File: src/rtl/spi_apb_sched.sv
// Round-robin scheduler sharing one spi_ctrl APB port among NUM_REQ requesters.
// Each grant runs: read slot index, load addr/data slots, start, poll, optional read-back.
module spi_apb_sched #(
  parameter int         NUM_REQ    = 4,
  parameter int         POLL_GAP   = 8,
  parameter int         POLL_LIMIT = 255,
  parameter logic [7:0] RDATA_ADDR = 8'h30
) (
  input  logic                 pclk_i,
  input  logic                 prst_i,
  input  logic [NUM_REQ-1:0]   req_i,
  input  logic [8*NUM_REQ-1:0] req_addr_i,
  input  logic [8*NUM_REQ-1:0] req_wdata_i,
  output logic [NUM_REQ-1:0]   gnt_o,
  output logic [NUM_REQ-1:0]   done_o,
  output logic                 err_o,
  output logic [7:0]           rdata_o,
  output logic                 busy_o,
  output logic [7:0]           paddr_o,
  output logic [7:0]           pwdata_o,
  output logic                 pwrite_o,
  output logic                 penable_o,
  input  logic [7:0]           prdata_i,
  input  logic                 pready_i
);

  // state    | meaning
  // IDLE     | waiting for any request
  // GRANT    | gnt_o pulse, request latched
  // RD_IDX   | APB read of 8'h20, slot index from bits [6:4]
  // WR_ADDR  | APB write addr byte to 8'h00+idx
  // WR_DATA  | APB write data byte to 8'h10+idx
  // WR_CTRL  | APB write 8'h01 to 8'h20 (start)
  // GAP      | POLL_GAP idle cycles
  // POLL     | APB read of 8'h20, bit0 = still busy
  // RD_DATA  | APB read of RDATA_ADDR (read requests only)
  // DONE     | done_o / err_o pulse
  typedef enum logic [3:0] {
    S_IDLE, S_GRANT, S_RD_IDX, S_WR_ADDR, S_WR_DATA,
    S_WR_CTRL, S_GAP, S_POLL, S_RD_DATA, S_DONE
  } state_t;

  localparam int PW = $clog2(NUM_REQ);
  localparam int CW = $clog2(POLL_LIMIT + 1);
  localparam int GW = (POLL_GAP > 1) ? $clog2(POLL_GAP) : 1;
  localparam logic [GW-1:0] GAP_LOAD = GW'((POLL_GAP > 0) ? POLL_GAP - 1 : 0);
  localparam logic [CW-1:0] POLL_MAX = CW'(POLL_LIMIT);

  state_t        state_q, state_n;
  logic          access_q, access_n;
  logic [PW-1:0] ptr_q, ptr_n;
  logic [PW-1:0] sel_q, sel_n;
  logic [7:0]    addr_q, addr_n;
  logic [7:0]    wdata_q, wdata_n;
  logic [2:0]    idx_q, idx_n;
  logic [GW-1:0] gap_q, gap_n;
  logic [CW-1:0] poll_q, poll_n;
  logic          err_q, err_n;
  logic [7:0]    rdata_q, rdata_n;

  logic          arb_hit;
  logic [PW-1:0] arb_sel;
  logic [PW:0]   cand;
  logic [7:0]    addr_pick, wdata_pick;
  logic          is_xfer, xfer_done;
  logic [CW-1:0] poll_inc;
  logic          unused_prdata;

  assign unused_prdata = ^{prdata_i[7], prdata_i[3:1]};

  // First pending request at or after the pointer, wrapping.
  always_comb begin
    arb_hit = 1'b0;
    arb_sel = '0;
    cand    = '0;
    for (int i = 0; i < NUM_REQ; i++) begin
      cand = {1'b0, ptr_q} + (PW+1)'(i);
      if (cand >= (PW+1)'(NUM_REQ)) cand = cand - (PW+1)'(NUM_REQ);
      if (!arb_hit && req_i[cand[PW-1:0]]) begin
        arb_hit = 1'b1;
        arb_sel = cand[PW-1:0];
      end
    end
  end

  always_comb begin
    addr_pick  = '0;
    wdata_pick = '0;
    for (int i = 0; i < NUM_REQ; i++) begin
      if (arb_sel == PW'(i)) begin
        addr_pick  = req_addr_i[8*i +: 8];
        wdata_pick = req_wdata_i[8*i +: 8];
      end
    end
  end

  always_ff @(posedge pclk_i or posedge prst_i) begin
    if (prst_i) begin
      state_q  <= S_IDLE;
      access_q <= 1'b0;
      ptr_q    <= '0;
      sel_q    <= '0;
      addr_q   <= '0;
      wdata_q  <= '0;
      idx_q    <= '0;
      gap_q    <= '0;
      poll_q   <= '0;
      err_q    <= 1'b0;
      rdata_q  <= '0;
    end else begin
      state_q  <= state_n;
      access_q <= access_n;
      ptr_q    <= ptr_n;
      sel_q    <= sel_n;
      addr_q   <= addr_n;
      wdata_q  <= wdata_n;
      idx_q    <= idx_n;
      gap_q    <= gap_n;
      poll_q   <= poll_n;
      err_q    <= err_n;
      rdata_q  <= rdata_n;
    end
  end

  always_comb begin
    is_xfer = (state_q == S_RD_IDX) || (state_q == S_WR_ADDR) || (state_q == S_WR_DATA) ||
              (state_q == S_WR_CTRL) || (state_q == S_POLL) || (state_q == S_RD_DATA);
    xfer_done = is_xfer && access_q && pready_i;
    poll_inc  = poll_q + 1'b1;

    state_n  = state_q;
    access_n = access_q;
    ptr_n    = ptr_q;
    sel_n    = sel_q;
    addr_n   = addr_q;
    wdata_n  = wdata_q;
    idx_n    = idx_q;
    gap_n    = gap_q;
    poll_n   = poll_q;
    err_n    = err_q;
    rdata_n  = rdata_q;

    // SETUP is always one cycle; ACCESS lasts until pready_i.
    if (is_xfer) access_n = access_q ? !pready_i : 1'b1;

    case (state_q)
      S_IDLE: begin
        if (arb_hit) begin
          state_n = S_GRANT;
          sel_n   = arb_sel;
          ptr_n   = (arb_sel == PW'(NUM_REQ - 1)) ? '0 : arb_sel + 1'b1;
          addr_n  = addr_pick;
          wdata_n = wdata_pick;
          err_n   = 1'b0;
        end
      end
      S_GRANT: begin
        state_n  = S_RD_IDX;
        access_n = 1'b0;
      end
      S_RD_IDX: begin
        if (xfer_done) begin
          idx_n   = prdata_i[6:4];
          state_n = S_WR_ADDR;
        end
      end
      S_WR_ADDR: if (xfer_done) state_n = S_WR_DATA;
      S_WR_DATA: if (xfer_done) state_n = S_WR_CTRL;
      S_WR_CTRL: begin
        if (xfer_done) begin
          gap_n   = GAP_LOAD;
          state_n = (POLL_GAP > 0) ? S_GAP : S_POLL;
        end
      end
      S_GAP: begin
        if (gap_q == '0) state_n = S_POLL;
        else             gap_n   = gap_q - 1'b1;
      end
      S_POLL: begin
        if (xfer_done) begin
          poll_n = poll_inc;
          if (!prdata_i[0]) begin
            state_n = addr_q[7] ? S_DONE : S_RD_DATA;
          end else if (poll_inc == POLL_MAX) begin
            err_n   = 1'b1;
            state_n = S_DONE;
          end else begin
            gap_n   = GAP_LOAD;
            state_n = (POLL_GAP > 0) ? S_GAP : S_POLL;
          end
        end
      end
      S_RD_DATA: begin
        if (xfer_done) begin
          rdata_n = prdata_i;
          state_n = S_DONE;
        end
      end
      S_DONE: begin
        poll_n  = '0;
        state_n = S_IDLE;
      end
      default: state_n = S_IDLE;
    endcase
  end

  always_comb begin
    gnt_o     = (state_q == S_GRANT) ? (NUM_REQ'(1) << sel_q) : '0;
    done_o    = (state_q == S_DONE)  ? (NUM_REQ'(1) << sel_q) : '0;
    err_o     = (state_q == S_DONE) && err_q;
    busy_o    = (state_q != S_IDLE);
    rdata_o   = rdata_q;
    penable_o = is_xfer && access_q;
    paddr_o   = '0;
    pwdata_o  = '0;
    pwrite_o  = 1'b0;
    case (state_q)
      S_RD_IDX:  paddr_o = 8'h20;
      S_WR_ADDR: begin paddr_o = {5'b0, idx_q};         pwdata_o = addr_q;  pwrite_o = 1'b1; end
      S_WR_DATA: begin paddr_o = 8'h10 | {5'b0, idx_q}; pwdata_o = wdata_q; pwrite_o = 1'b1; end
      S_WR_CTRL: begin paddr_o = 8'h20;                 pwdata_o = 8'h01;   pwrite_o = 1'b1; end
      S_POLL:    paddr_o = 8'h20;
      S_RD_DATA: paddr_o = RDATA_ADDR;
      default:   paddr_o = '0;
    endcase
  end

endmodule

File: config.mk
export PLATFORM = sky130hd
export DESIGN_NAME = spi_apb_sched
export DESIGN_NICKNAME = d
export VERILOG_FILES = /design/src/rtl/spi_apb_sched.sv
export SDC_FILE = /design/constraint.sdc
export NUM_CORES = 1
export LEC_CHECK = 0
export CAP_MARGIN = 20
export CORE_MARGIN = 2
export CORE_UTILIZATION = 45
export DETAILED_ROUTE_END_ITERATION = 10
export HOLD_SLACK_MARGIN = 0.15
export PLACE_DENSITY = 0.93
export SKIP_LAST_GASP = 1
export SLEW_MARGIN = 25
export SYNTH_ARGS = -nofsm -noshare
export SYNTH_HDL_FRONTEND = slang
export SYNTH_SLANG_ARGS = --single-unit
File: constraint.sdc
create_clock -name pclk_i -period 3.3 [get_ports pclk_i]
set_input_delay 0.66 -clock pclk_i [delete_from_list [all_inputs] [get_ports pclk_i]]
set_output_delay 0.66 -clock pclk_i [all_outputs]
set_load 0.05 [all_outputs]
==> flow_metrics.tcl <==
set metrics [dict create \
    path_max_fanout 13 \
    synth_top_area_share 0.378 \
    hold_slack_ps 493 \
    hp-start "gap_q[0]$_DFFE_PP0P_" \
    finalCritPeriodShare 0.939 \
    worstSetupPathType "register to output pin" \
    arrival_ps 2440 \
    outcome "finished, final reports clean" \
    synth_seq_cells 48 \
    hp-class "register to register" \
    antenna_found_initial 0 \
    path_clk_slew_ps 80 \
    max_slew_margin 0.394 \
    p_sw_uw 1630 \
    setup_tns_ps 0 \
    synth-edff-count 0 \
    clock_path_buffers 2 \
    synth_area_leader_cell "dfrtp_1" \
    dieArea_um2 7750 \
    ys_seq_area_frac 0.378 \
    wire_per_inst_um 15.4 \
    p_leak_uw 0.00189 \
    p_clk_frac 0.095 \
    startpoint "state_q[0]$_DFFE_PP0P_" \
    drt_iter0_drc 242 \
    worst_pin_slew_ps 909 \
    h-tree-depth 2 \
    tritoncts.num_buffers 5 \
    grt_max_degree 49 \
    ios 115 \
    synth_cell_types 50 \
    maxCapViolCount 0 \
    drt.antenna.violating_nets 0 \
    wirelength_um 8900 \
    dpl.cell_count 572 \
    num-nets-final 570 \
    drc 0 \
    timing.final.hold_violations 0 \
    p_comb_frac 0.613 \
    cp-start-kind "register" \
    grt_usage 0.230 \
    firstDrtPassIters 5 \
    p_sw_frac 0.473 \
    grt-ovfl-total 0 \
    stdcell_count 579 \
    fp.dieH_um 88.0 \
    first_global_vias 3112 \
    die_w_um 88.0 \
    end_kind "output pin" \
    dp_hpwl_um 6920 \
    avgSynthCellArea_um2 8.28 \
    synth_async_sr_flop_share 1.00 \
    cts_sinks 48 \
    initial_core_util 0.465 \
    n_fill_cell 520 \
    gp_congestion 0.895 \
    post_drt_via_cell_ratio 5.63 \
    rsz0062_at_grt "false" \
    maxSlewViolCount 0 \
    yosys_warnings 0 \
    grt_pass1_wl_um 14100 \
    setup_viol 0 \
    synthCells 384 \
    powerDensity_nw_per_um2 764 \
    yosys-top-cells-count "dfrtp_1, nor2_1, nand2_1" \
    clock.fmax_mhz 323 \
    area_growth_syn_to_layout_pct 42.2 \
    ctsResizeCount 0 \
    rows 30 \
    clockRootBuffer "clkbuf_8" \
    reg2reg_from "ptr_q[1]$_DFFE_PP0P_" \
    diodes 0 \
    synth_most_common_cell "dfrtp_1" \
    io_buffers 111 \
    crit_required_ps 2640 \
    finalCriticalPeriod_ps 3100 \
    clkLatencyLatePin_ps 300 \
    p_seq_frac 0.291 \
    synth_area_leaders "dfrtp_1, o21ai_0, mux2_2, nor2b_1, a221oi_1" \
    syn_area_um2 3180 \
    clock_skew_ps 4.00 \
    synth-main-ff-cell "dfrtp_1" \
    cts_tree "built" \
    power.total_uw 3450 \
    core_um2 6830 \
    cts_setup_buffers 0 \
    holdBufCountCts 0 \
    vdd_drop_max_mv 0.359 \
    intPower_uw 1820 \
    routed-via-count 3261 \
    final_layout_size_suffix_gt1_frac 0.101 \
]
-- metal layers --
layer	vias up	GRT usage	wire, um
met2	163	0.410	4510
met3	28	0.0556	671
met4	0	0.0882	284
met5	-	0	0
met1	1514	0.267	3440
li1	1556	-	-
-- final cells by class --
type / count / area (um2) / share of cell area
multi-input cells: 295 / 1800 / 0.399
repair buffers: 119 / 1260 / 0.280
flip-flops and latches: 48 / 1200 / 0.266
well taps: 96 / 120 / 0.0266
clock buffers: 6 / 72.6 / 0.0161
inverters: 14 / 53.8 / 0.0119
clock inverters: 1 / 5.00 / 0.00111
-- kinds of logic (layout without fill, tap and decap cells) --
family,Yosys count,in the layout,synth area share
and+or+nand+nor,156,156,0.244
adders and majority gates,8,8,0.0315
muxes,15,15,0.0528
xor gates and xnor gates,3,3,0.00827
AOI/OAI and AO/OA,110,110,0.226
buffers and inverters,43,140,0.0575
DFF,48,48,0.378
other,1,3,0.00118
-- stage by stage --
stage | util | setup slack (ps) | area, um2
6_report | 0.662 | 200 | 4520
3_3_place_gp | 0.650 | 42.0 | 4440
4_1_cts | 0.661 | 84.0 | 4520
3_5_place_dp | 0.650 | -212 | 4440
2_1_floorplan | - | 429 | 3190
5_1_grt | 0.662 | 65.6 | 4520
-- worst paths after layout --
kind	end	slack [ps]	cells past startpoint
max	gnt_o[3]	200	4
min	gap_q[0]$_DFFE_PP0P_	490	1
max reg2reg	addr_q[5]$_DFFE_PP0P_	760	10
min reg2reg	gap_q[0]$_DFFE_PP0P_	490	1
max in group asynchronous	addr_q[4]$_DFFE_PP0P_	2000	2
min in group asynchronous	idx_q[0]$_DFFE_PP0P_	800	2
-- critical path, cell delays in order, from the launching register on --
cell,delay (ps)
dfrtp_1,590
nand2b_1,170
or3_1,410
nor2_1,150
clkdlybuf4s50_1,820
-- sequential cells by signal, indices dropped and copies added, names as in the netlist --
register / cells
poll_q: 8
rdata_o: 8
err_q: 1
addr_q: 8
state_q: 4
idx_q: 3
sel_q: 2
ptr_q: 2
access_q: 1
gap_q: 3
wdata_q: 8
-- power groups by stage --
| stage | Clock [uW] | Sequential (uW) | Combinational (uW) |
|---|---|---|---|
| finish | 330 | 1010 | 2120 |
| CTS | 336 | 997 | 2110 |
| global placement | 0 | 989 | 2020 |
| global route | 358 | 1030 | 2300 |
| floorplan | 0 | 947 | 1450 |
| detailed placement | 0 | 1000 | 2100 |
-- placed cells by master (no fill, tap or decap), types with 4 or more instances in the layout --
cell type and instances:
nor2b_1 23, a21oi_1 21, o31ai_1 5, inv_1 13, a221oi_1 16, dfrtp_1 48, clkdlybuf4s50_1 98, nand2b_1 10
a31oi_1 4, o21ai_0 33, clkbuf_8 5, ha_1 8, mux2_2 14, nand2_1 36, a22oi_1 9, buf_12 10
nand3_1 9, buf_4 11, nor3_1 19, and2_1 4, nor2_1 37
No activity file was read; power rests on OpenSTA's default activity.
